### config.mk
export PLATFORM = sky130hd
export DESIGN_NAME = decode_ctrl_stage_flat
export DESIGN_NICKNAME = d
export VERILOG_FILES = /design/src/rtl/decode_ctrl_if.sv /design/src/rtl/decode_ctrl_stage.sv /design/src/flat_wrapper.sv
export SDC_FILE = /design/constraint.sdc
export NUM_CORES = 1
export LEC_CHECK = 0
export ABC_CLOCK_PERIOD_IN_PS = 1400
export CAP_MARGIN = 20
export CORE_UTILIZATION = 35
export CTS_CLUSTER_DIAMETER = 50
export DETAILED_ROUTE_END_ITERATION = 8
export PLACE_DENSITY = 0.79
export SETUP_SLACK_MARGIN = 0.1
export SYNTH_ARGS = -nofsm -noshare
export SYNTH_HDL_FRONTEND = slang
export SYNTH_SLANG_ARGS = --single-unit
export TNS_END_PERCENT = 20
### constraint.sdc
create_clock -name clk -period 1.4 [get_ports clk]
set_input_delay 0.28 -clock clk [delete_from_list [all_inputs] [get_ports clk]]
set_output_delay 0.28 -clock clk [all_outputs]
set_load 0.02 [all_outputs]
### src/rtl/decode_ctrl_if.sv
// ID-stage instruction fields in, registered E-stage control bundle and hazard controls out.
interface decode_ctrl_if #(
  parameter int unsigned REG_ADDR_W = 5
);
  logic [6:0]            opcD;
  logic [2:0]            func3D;
  logic [6:0]            func7D;
  logic [REG_ADDR_W-1:0] rs1D;
  logic [REG_ADDR_W-1:0] rs2D;
  logic [REG_ADDR_W-1:0] rdE;
  logic                  PCSrcE;

  logic [2:0]            ImmSrcD;
  logic                  RegWriteE;
  logic                  MemWriteE;
  logic                  ALUSrcE;
  logic                  luiE;
  logic                  MulE;
  logic                  IllegalE;
  logic [1:0]            ResultSrcE;
  logic [1:0]            ALU_opcE;
  logic [1:0]            JumpE;
  logic [2:0]            BranchE;
  logic                  StallF;
  logic                  StallD;
  logic                  StallE;
  logic                  FlushD;
  logic                  FlushE;

  modport master (
    output opcD, func3D, func7D, rs1D, rs2D, rdE, PCSrcE,
    input  ImmSrcD, RegWriteE, MemWriteE, ALUSrcE, luiE, MulE, IllegalE,
           ResultSrcE, ALU_opcE, JumpE, BranchE,
           StallF, StallD, StallE, FlushD, FlushE
  );

  modport slave (
    input  opcD, func3D, func7D, rs1D, rs2D, rdE, PCSrcE,
    output ImmSrcD, RegWriteE, MemWriteE, ALUSrcE, luiE, MulE, IllegalE,
           ResultSrcE, ALU_opcE, JumpE, BranchE,
           StallF, StallD, StallE, FlushD, FlushE
  );
endinterface

### src/rtl/decode_ctrl_stage.sv
// RV32 decode-stage controller: decodes into an ID/EX control register and
// produces load-use stall, branch flush and M-op busy-window stalls.
module decode_ctrl_stage #(
  parameter bit          ENABLE_M    = 1'b1,
  parameter int unsigned MUL_LATENCY = 3,
  parameter int unsigned REG_ADDR_W  = 5
) (
  input logic          clk,
  input logic          rst,
  decode_ctrl_if.slave bus
);

  localparam int unsigned      CNT_W     = $clog2(MUL_LATENCY) + 1;
  localparam bit               MUL_MULTI = (MUL_LATENCY > 1);
  localparam logic [CNT_W-1:0] MUL_LOAD  = CNT_W'(MUL_LATENCY - 1);

  localparam logic [6:0] OP_R    = 7'b0110011;
  localparam logic [6:0] OP_I    = 7'b0010011;
  localparam logic [6:0] OP_S    = 7'b0100011;
  localparam logic [6:0] OP_B    = 7'b1100011;
  localparam logic [6:0] OP_JALR = 7'b1100111;
  localparam logic [6:0] OP_LW   = 7'b0000011;
  localparam logic [6:0] OP_JAL  = 7'b1101111;
  localparam logic [6:0] OP_LUI  = 7'b0110111;

  typedef struct packed {
    logic       reg_write;
    logic       mem_write;
    logic       alu_src;
    logic       lui;
    logic       mul;
    logic       illegal;
    logic [1:0] result_src;
    logic [1:0] alu_opc;
    logic [1:0] jump;
    logic [2:0] branch;
  } ctrl_t;

  ctrl_t            ctrl_d;
  ctrl_t            ctrl_e;
  logic [2:0]       imm_src_d;
  logic [CNT_W-1:0] cnt;
  logic             busy;
  logic             lw_stall;
  logic             stall_e;
  logic             flush_e;

  // Opcode/func decode into the D-stage control bundle; anything unlisted is illegal.
  always_comb begin
    ctrl_d    = '0;
    imm_src_d = 3'b000;
    case (bus.opcD)
      OP_R: begin
        case (bus.func7D)
          7'b0000000, 7'b0100000: begin
            ctrl_d.alu_opc   = 2'b10;
            ctrl_d.reg_write = 1'b1;
          end
          7'b0000001: begin
            if (ENABLE_M) begin
              ctrl_d.alu_opc   = 2'b10;
              ctrl_d.reg_write = 1'b1;
              ctrl_d.mul       = 1'b1;
            end else begin
              ctrl_d.illegal = 1'b1;
            end
          end
          default: ctrl_d.illegal = 1'b1;
        endcase
      end
      OP_I: begin
        ctrl_d.alu_opc   = 2'b11;
        ctrl_d.alu_src   = 1'b1;
        ctrl_d.reg_write = 1'b1;
      end
      OP_S: begin
        imm_src_d        = 3'b001;
        ctrl_d.alu_src   = 1'b1;
        ctrl_d.mem_write = 1'b1;
      end
      OP_B: begin
        ctrl_d.alu_opc = 2'b01;
        imm_src_d      = 3'b010;
        case (bus.func3D)
          3'b000:  ctrl_d.branch = 3'b001;
          3'b001:  ctrl_d.branch = 3'b010;
          3'b100:  ctrl_d.branch = 3'b011;
          3'b101:  ctrl_d.branch = 3'b100;
          default: ctrl_d.illegal = 1'b1;
        endcase
      end
      OP_JALR: begin
        ctrl_d.alu_src    = 1'b1;
        ctrl_d.reg_write  = 1'b1;
        ctrl_d.jump       = 2'b10;
        ctrl_d.result_src = 2'b10;
      end
      OP_LW: begin
        ctrl_d.alu_src    = 1'b1;
        ctrl_d.reg_write  = 1'b1;
        ctrl_d.result_src = 2'b01;
      end
      OP_JAL: begin
        imm_src_d         = 3'b011;
        ctrl_d.reg_write  = 1'b1;
        ctrl_d.jump       = 2'b01;
        ctrl_d.result_src = 2'b10;
      end
      OP_LUI: begin
        imm_src_d         = 3'b100;
        ctrl_d.result_src = 2'b11;
        ctrl_d.reg_write  = 1'b1;
        ctrl_d.lui        = 1'b1;
      end
      default: ctrl_d.illegal = 1'b1;
    endcase
  end

  // Hazard detection: busy window dominates, so load-use and flush wait until it drops.
  assign busy     = (cnt != '0);
  assign lw_stall = (ctrl_e.result_src == 2'b01) && ctrl_e.reg_write && (bus.rdE != '0) &&
                    ((bus.rdE == bus.rs1D) || (bus.rdE == bus.rs2D));
  assign stall_e  = busy;
  assign flush_e  = (bus.PCSrcE || lw_stall) && !busy;

  // ID/EX control register: reset, hold, bubble, or load.
  always_ff @(posedge clk) begin
    if (rst) begin
      ctrl_e <= '0;
    end else if (stall_e) begin
      ctrl_e <= ctrl_e;
    end else if (flush_e) begin
      ctrl_e <= '0;
    end else begin
      ctrl_e <= ctrl_d;
    end
  end

  // Busy window: an M-op entering E occupies the remaining MUL_LATENCY-1 cycles.
  always_ff @(posedge clk) begin
    if (rst) begin
      cnt <= '0;
    end else if (MUL_MULTI && !stall_e && !flush_e && ctrl_d.mul) begin
      cnt <= MUL_LOAD;
    end else if (busy) begin
      cnt <= cnt - CNT_W'(1);
    end
  end

  // Output mapping.
  assign bus.ImmSrcD    = imm_src_d;
  assign bus.RegWriteE  = ctrl_e.reg_write;
  assign bus.MemWriteE  = ctrl_e.mem_write;
  assign bus.ALUSrcE    = ctrl_e.alu_src;
  assign bus.luiE       = ctrl_e.lui;
  assign bus.MulE       = ctrl_e.mul;
  assign bus.IllegalE   = ctrl_e.illegal;
  assign bus.ResultSrcE = ctrl_e.result_src;
  assign bus.ALU_opcE   = ctrl_e.alu_opc;
  assign bus.JumpE      = ctrl_e.jump;
  assign bus.BranchE    = ctrl_e.branch;
  assign bus.StallF     = busy | lw_stall;
  assign bus.StallD     = busy | lw_stall;
  assign bus.StallE     = stall_e;
  assign bus.FlushD     = bus.PCSrcE & ~busy;
  assign bus.FlushE     = flush_e;

endmodule

### src/flat_wrapper.sv
// flat-port wrapper written by rule: the top's interface ports become plain ports
module decode_ctrl_stage_flat 
#(
  parameter bit          ENABLE_M    = 1'b1,
  parameter int unsigned MUL_LATENCY = 3,
  parameter int unsigned REG_ADDR_W  = 5
)
  (clk, rst, bus_opcD, bus_func3D, bus_func7D, bus_rs1D, bus_rs2D, bus_rdE, bus_PCSrcE, bus_ImmSrcD, bus_RegWriteE, bus_MemWriteE, bus_ALUSrcE, bus_luiE, bus_MulE, bus_IllegalE, bus_ResultSrcE, bus_ALU_opcE, bus_JumpE, bus_BranchE, bus_StallF, bus_StallD, bus_StallE, bus_FlushD, bus_FlushE);
  decode_ctrl_if #(.REG_ADDR_W(REG_ADDR_W)) bus_i ();
  input logic clk;
  input logic rst;
  input wire logic [$bits(bus_i.opcD)-1:0] bus_opcD;
  input wire logic [$bits(bus_i.func3D)-1:0] bus_func3D;
  input wire logic [$bits(bus_i.func7D)-1:0] bus_func7D;
  input wire logic [$bits(bus_i.rs1D)-1:0] bus_rs1D;
  input wire logic [$bits(bus_i.rs2D)-1:0] bus_rs2D;
  input wire logic [$bits(bus_i.rdE)-1:0] bus_rdE;
  input wire logic [$bits(bus_i.PCSrcE)-1:0] bus_PCSrcE;
  output wire logic [$bits(bus_i.ImmSrcD)-1:0] bus_ImmSrcD;
  output wire logic [$bits(bus_i.RegWriteE)-1:0] bus_RegWriteE;
  output wire logic [$bits(bus_i.MemWriteE)-1:0] bus_MemWriteE;
  output wire logic [$bits(bus_i.ALUSrcE)-1:0] bus_ALUSrcE;
  output wire logic [$bits(bus_i.luiE)-1:0] bus_luiE;
  output wire logic [$bits(bus_i.MulE)-1:0] bus_MulE;
  output wire logic [$bits(bus_i.IllegalE)-1:0] bus_IllegalE;
  output wire logic [$bits(bus_i.ResultSrcE)-1:0] bus_ResultSrcE;
  output wire logic [$bits(bus_i.ALU_opcE)-1:0] bus_ALU_opcE;
  output wire logic [$bits(bus_i.JumpE)-1:0] bus_JumpE;
  output wire logic [$bits(bus_i.BranchE)-1:0] bus_BranchE;
  output wire logic [$bits(bus_i.StallF)-1:0] bus_StallF;
  output wire logic [$bits(bus_i.StallD)-1:0] bus_StallD;
  output wire logic [$bits(bus_i.StallE)-1:0] bus_StallE;
  output wire logic [$bits(bus_i.FlushD)-1:0] bus_FlushD;
  output wire logic [$bits(bus_i.FlushE)-1:0] bus_FlushE;
  assign bus_i.opcD = bus_opcD;
  assign bus_i.func3D = bus_func3D;
  assign bus_i.func7D = bus_func7D;
  assign bus_i.rs1D = bus_rs1D;
  assign bus_i.rs2D = bus_rs2D;
  assign bus_i.rdE = bus_rdE;
  assign bus_i.PCSrcE = bus_PCSrcE;
  assign bus_ImmSrcD = bus_i.ImmSrcD;
  assign bus_RegWriteE = bus_i.RegWriteE;
  assign bus_MemWriteE = bus_i.MemWriteE;
  assign bus_ALUSrcE = bus_i.ALUSrcE;
  assign bus_luiE = bus_i.luiE;
  assign bus_MulE = bus_i.MulE;
  assign bus_IllegalE = bus_i.IllegalE;
  assign bus_ResultSrcE = bus_i.ResultSrcE;
  assign bus_ALU_opcE = bus_i.ALU_opcE;
  assign bus_JumpE = bus_i.JumpE;
  assign bus_BranchE = bus_i.BranchE;
  assign bus_StallF = bus_i.StallF;
  assign bus_StallD = bus_i.StallD;
  assign bus_StallE = bus_i.StallE;
  assign bus_FlushD = bus_i.FlushD;
  assign bus_FlushE = bus_i.FlushE;
  decode_ctrl_stage #(.ENABLE_M(ENABLE_M), .MUL_LATENCY(MUL_LATENCY), .REG_ADDR_W(REG_ADDR_W)) u_core (.clk(clk), .rst(rst), .bus(bus_i));
endmodule
==> impl_metrics.env <==
export IMPL_end_kind="primary output"
export IMPL_initial_core_util_pct=37.7
export IMPL_post_route_period_util_pct=124
export IMPL_cp_arrival_ns=1.46
export IMPL_clockPowerShare_pct=13.0
export IMPL_synthArstFlopShare_pct=0
export IMPL_grt_max_degree=17
export IMPL_io_buffer_count=57
export IMPL_vias_per_cell=5.53
export IMPL_track_usage_pct=32.3
export IMPL_yosysUniqueCellTypes=40
export IMPL_switchingPower_uw=1130
export IMPL_clock_sinks=18
export IMPL_drt_first_pass_iters=4
export IMPL_synth_ff_type="dfxtp_1"
export IMPL_pwr_share_seq_pct=20.8
export IMPL_skew_ns=0.0124
export IMPL_finalHoldViolCount=0
export IMPL_p_per_area_nw_per_um2=1110
export IMPL_p_int_uw=1720
export IMPL_rsz0062_at_grt="yes"
export IMPL_grt_pass1_wl_mm=8.40
export IMPL_cts_tree="done"
export IMPL_gp_congestion=0.889
export IMPL_setup_slack_ns=-0.341
export IMPL_dp_hpwl_mm=3.19
export IMPL_syn_instance_count=151
export IMPL_antennaDiodeCount=0
export IMPL_drt_initial_drc_count=100
export IMPL_dieWidth_um=59.8
export IMPL_syn_avg_cell_area_um2=7.75
export IMPL_synth_xor_area_share_pct=8.24
export IMPL_io_pins=58
export IMPL_leakage_uw=0.00115
export IMPL_die_h_um=59.8
export IMPL_multi_input_area_um2=1020
export IMPL_cts_buffers=3
export IMPL_wl_per_cell_um=19.5
export IMPL_status="complete, but fails checks"
export IMPL_drc=0
export IMPL_finalSetupViolCount=20
export IMPL_hold_ws_ns=0.464
export IMPL_violations="setup timing"
export IMPL_drive_gt1_share_pct=57.8
export IMPL_fmax_ghz=0.575
export IMPL_cts_reportedPaths_clkPinSlew_ns=0.13
export IMPL_clock_path_buffers=2
export IMPL_fill_cells=186
export IMPL_synth_compound_area_share_pct=18.4
export IMPL_syn_area_um2=1170
export IMPL_antenna_found_initial=0
export IMPL_rows=20
export IMPL_gr_total_overflow=0
export IMPL_tightest_slew_ns=0.342
export IMPL_ys_warn_count=0
export IMPL_final_cell_mix="buf_4, buf_6, nand2_1"
export IMPL_netSwitchingFraction_pct=39.8
export IMPL_totalWireLength_mm=6.09
export IMPL_syn_to_final_growth_pct=120
export IMPL_core_area_um2=3100
export IMPL_synth_seq_area_share_pct=30.8
export IMPL_cap_violations=0
export IMPL_vdd_drop_max_mv=0.495
export IMPL_synth_top_family_by_area="simple AND/OR/NAND/NOR gates"
export IMPL_syn_nets=187
export IMPL_htreeDepth=1
export IMPL_path_max_fanout=3
export IMPL_slew_headroom_pct=77.1
export IMPL_yosys_area_share_simple_pct=32.9
export IMPL_grt_pass1_vias=1799
export IMPL_synth_area_mux_share_pct=2.57
export IMPL_cp_required_ns=1.12
export IMPL_ctsRootBufferMaster="clkbuf_4"
export IMPL_worstSetupStartpointType="flop"
export IMPL_clock_latency_ns=0.34
export IMPL_combPwrFrac_pct=66.3
export IMPL_final_common_cell="buf_4"
export IMPL_nNetsFinal=305
export IMPL_period_minus_slack_ns=1.74
export IMPL_worstSetupPathType="flop to primary output"
export IMPL_vias=1726
export IMPL_synthAdderAreaFrac_pct=1.07
export IMPL_finalMaxSlewViolations=0
export IMPL_dp_slack_ns=-1.09
export IMPL_hold_class="flop to flop"
export IMPL_synth_seq_cells=18
export IMPL_postRouteAntennaNets=0
export IMPL_dieArea_um2=3580
export IMPL_synth_edff_count=0
export IMPL_seq_area_um2=368
==> per-layer routing <==
| metal | up-vias | track usage, % | part of all wire (%) | wire [µm] |
|---|---|---|---|---|
| met5 | - | 0 | 0 | 0 |
| met4 | 0 | 25.6 | 6.5 | 398 |
| met3 | 38 | 7.58 | 4.7 | 284 |
| met2 | 107 | 55.1 | 53 | 3250 |
| met1 | 806 | 33.8 | 35 | 2150 |
| li1 | 775 | - | - | - |
==> power groups by stage <==
stage,registers [µW],clock network [µW],logic [µW]
after global routing,593,387,1990
after detailed placement,583,0,1140
after global placement,580,0,1110
after CTS,583,346,1340
after floorplan,595,0,721
final,592,370,1890
==> registers in the layout (all words and copies together), names as in the netlist <==
| name | count |
|---|---|
| u_core.bus.ALUSrcE | 1 |
| u_core.bus.BranchE | 3 |
| u_core.bus.JumpE | 2 |
| u_core.cnt | 3 |
| u_core.bus.MulE | 1 |
| u_core.bus.IllegalE | 1 |
| u_core.bus.ALU_opcE | 2 |
| u_core.bus.luiE | 1 |
| u_core.bus.RegWriteE | 1 |
| u_core.bus.ResultSrcE | 2 |
| u_core.bus.MemWriteE | 1 |
==> worst paths after layout <==
| kind | start | to | slack [ns] | depth (start not counted) |
|---|---|---|---|---|
| max reg2reg | u_core.cnt[2] | u_core.cnt[0] | -0.15 | 7 |
| min | u_core.bus.BranchE[2] | u_core.bus.BranchE[2] | 0.46 | 2 |
| max | u_core.bus.ResultSrcE[1] | bus_FlushE | -0.34 | 5 |
| min reg2reg | u_core.bus.BranchE[2] | u_core.bus.BranchE[2] | 0.46 | 2 |
==> critical path: stages (launching register included) <==
cell      delay (ns)
dfxtp_2         0.34
nand3b_1        0.19
a21oi_4         0.24
a21oi_4         0.11
nor2_4          0.13
buf_6           0.12
==> stage by stage <==
step	std cells	area, µm²	utilization (%)	TNS, ns	power, µW
floorplan	151	1270	-	0	1320
detailed placement	282	2110	68.1	-17.83	1730
finish	312	2570	82.8	-2.13	2850
global route	312	2570	82.8	-2.99	2970
CTS	303	2390	77.1	-1.07	2270
global placement	282	2110	68.1	-16.36	1690
==> cells in the mapped netlist (2+ instances only) <==
| cell type | instances | area, µm² |
|---|---|---|
| nor4_2 | 2 | 25.0 |
| nand3_2 | 2 | 20.0 |
| nor2_1 | 15 | 56.3 |
| dfxtp_1 | 18 | 360 |
| nor3_1 | 3 | 15.0 |
| clkbuf_1 | 4 | 15.0 |
| nand2b_1 | 4 | 25.0 |
| nand2_1 | 23 | 86.3 |
| xnor2_1 | 10 | 87.6 |
| inv_1 | 5 | 18.8 |
| buf_4 | 2 | 15.0 |
| mux2i_1 | 3 | 30.0 |
| o21ai_1 | 4 | 20.0 |
| buf_2 | 2 | 10.0 |
| a21oi_1 | 7 | 35.0 |
| a31oi_1 | 2 | 12.5 |
| nand3_1 | 9 | 45.0 |
| o32ai_1 | 4 | 35.0 |
| nand4_1 | 6 | 37.5 |
| o21ai_0 | 6 | 30.0 |
==> layout make-up <==
class	instances	area share [%]
inverters	5	0.925
multi-input cells	119	39.7
clock buffers	4	1.41
well taps	44	2.14
flip-flops and latches	18	14.3
repair buffers	122	41.5
==> kinds of logic (layout without fill, tap and decap cells) <==
kind of cell,after synthesis,in the layout
mux,3,3
simple gates,74,74
xor+xnor,11,11
fa+ha+maj,1,1
compound gates,30,30
buf+inv,14,131
flops,18,18
==> what timing repair did <==
action,in CTS,in global routing
pin swaps,37,26
resized for setup,172,59
cloned,0,1
setup buffers,17,9
hold endpoints to repair,0,0
hold buffers,0,0
endpoints found under the setup margin,41,36
No activity file was read; power rests on OpenSTA's default activity.
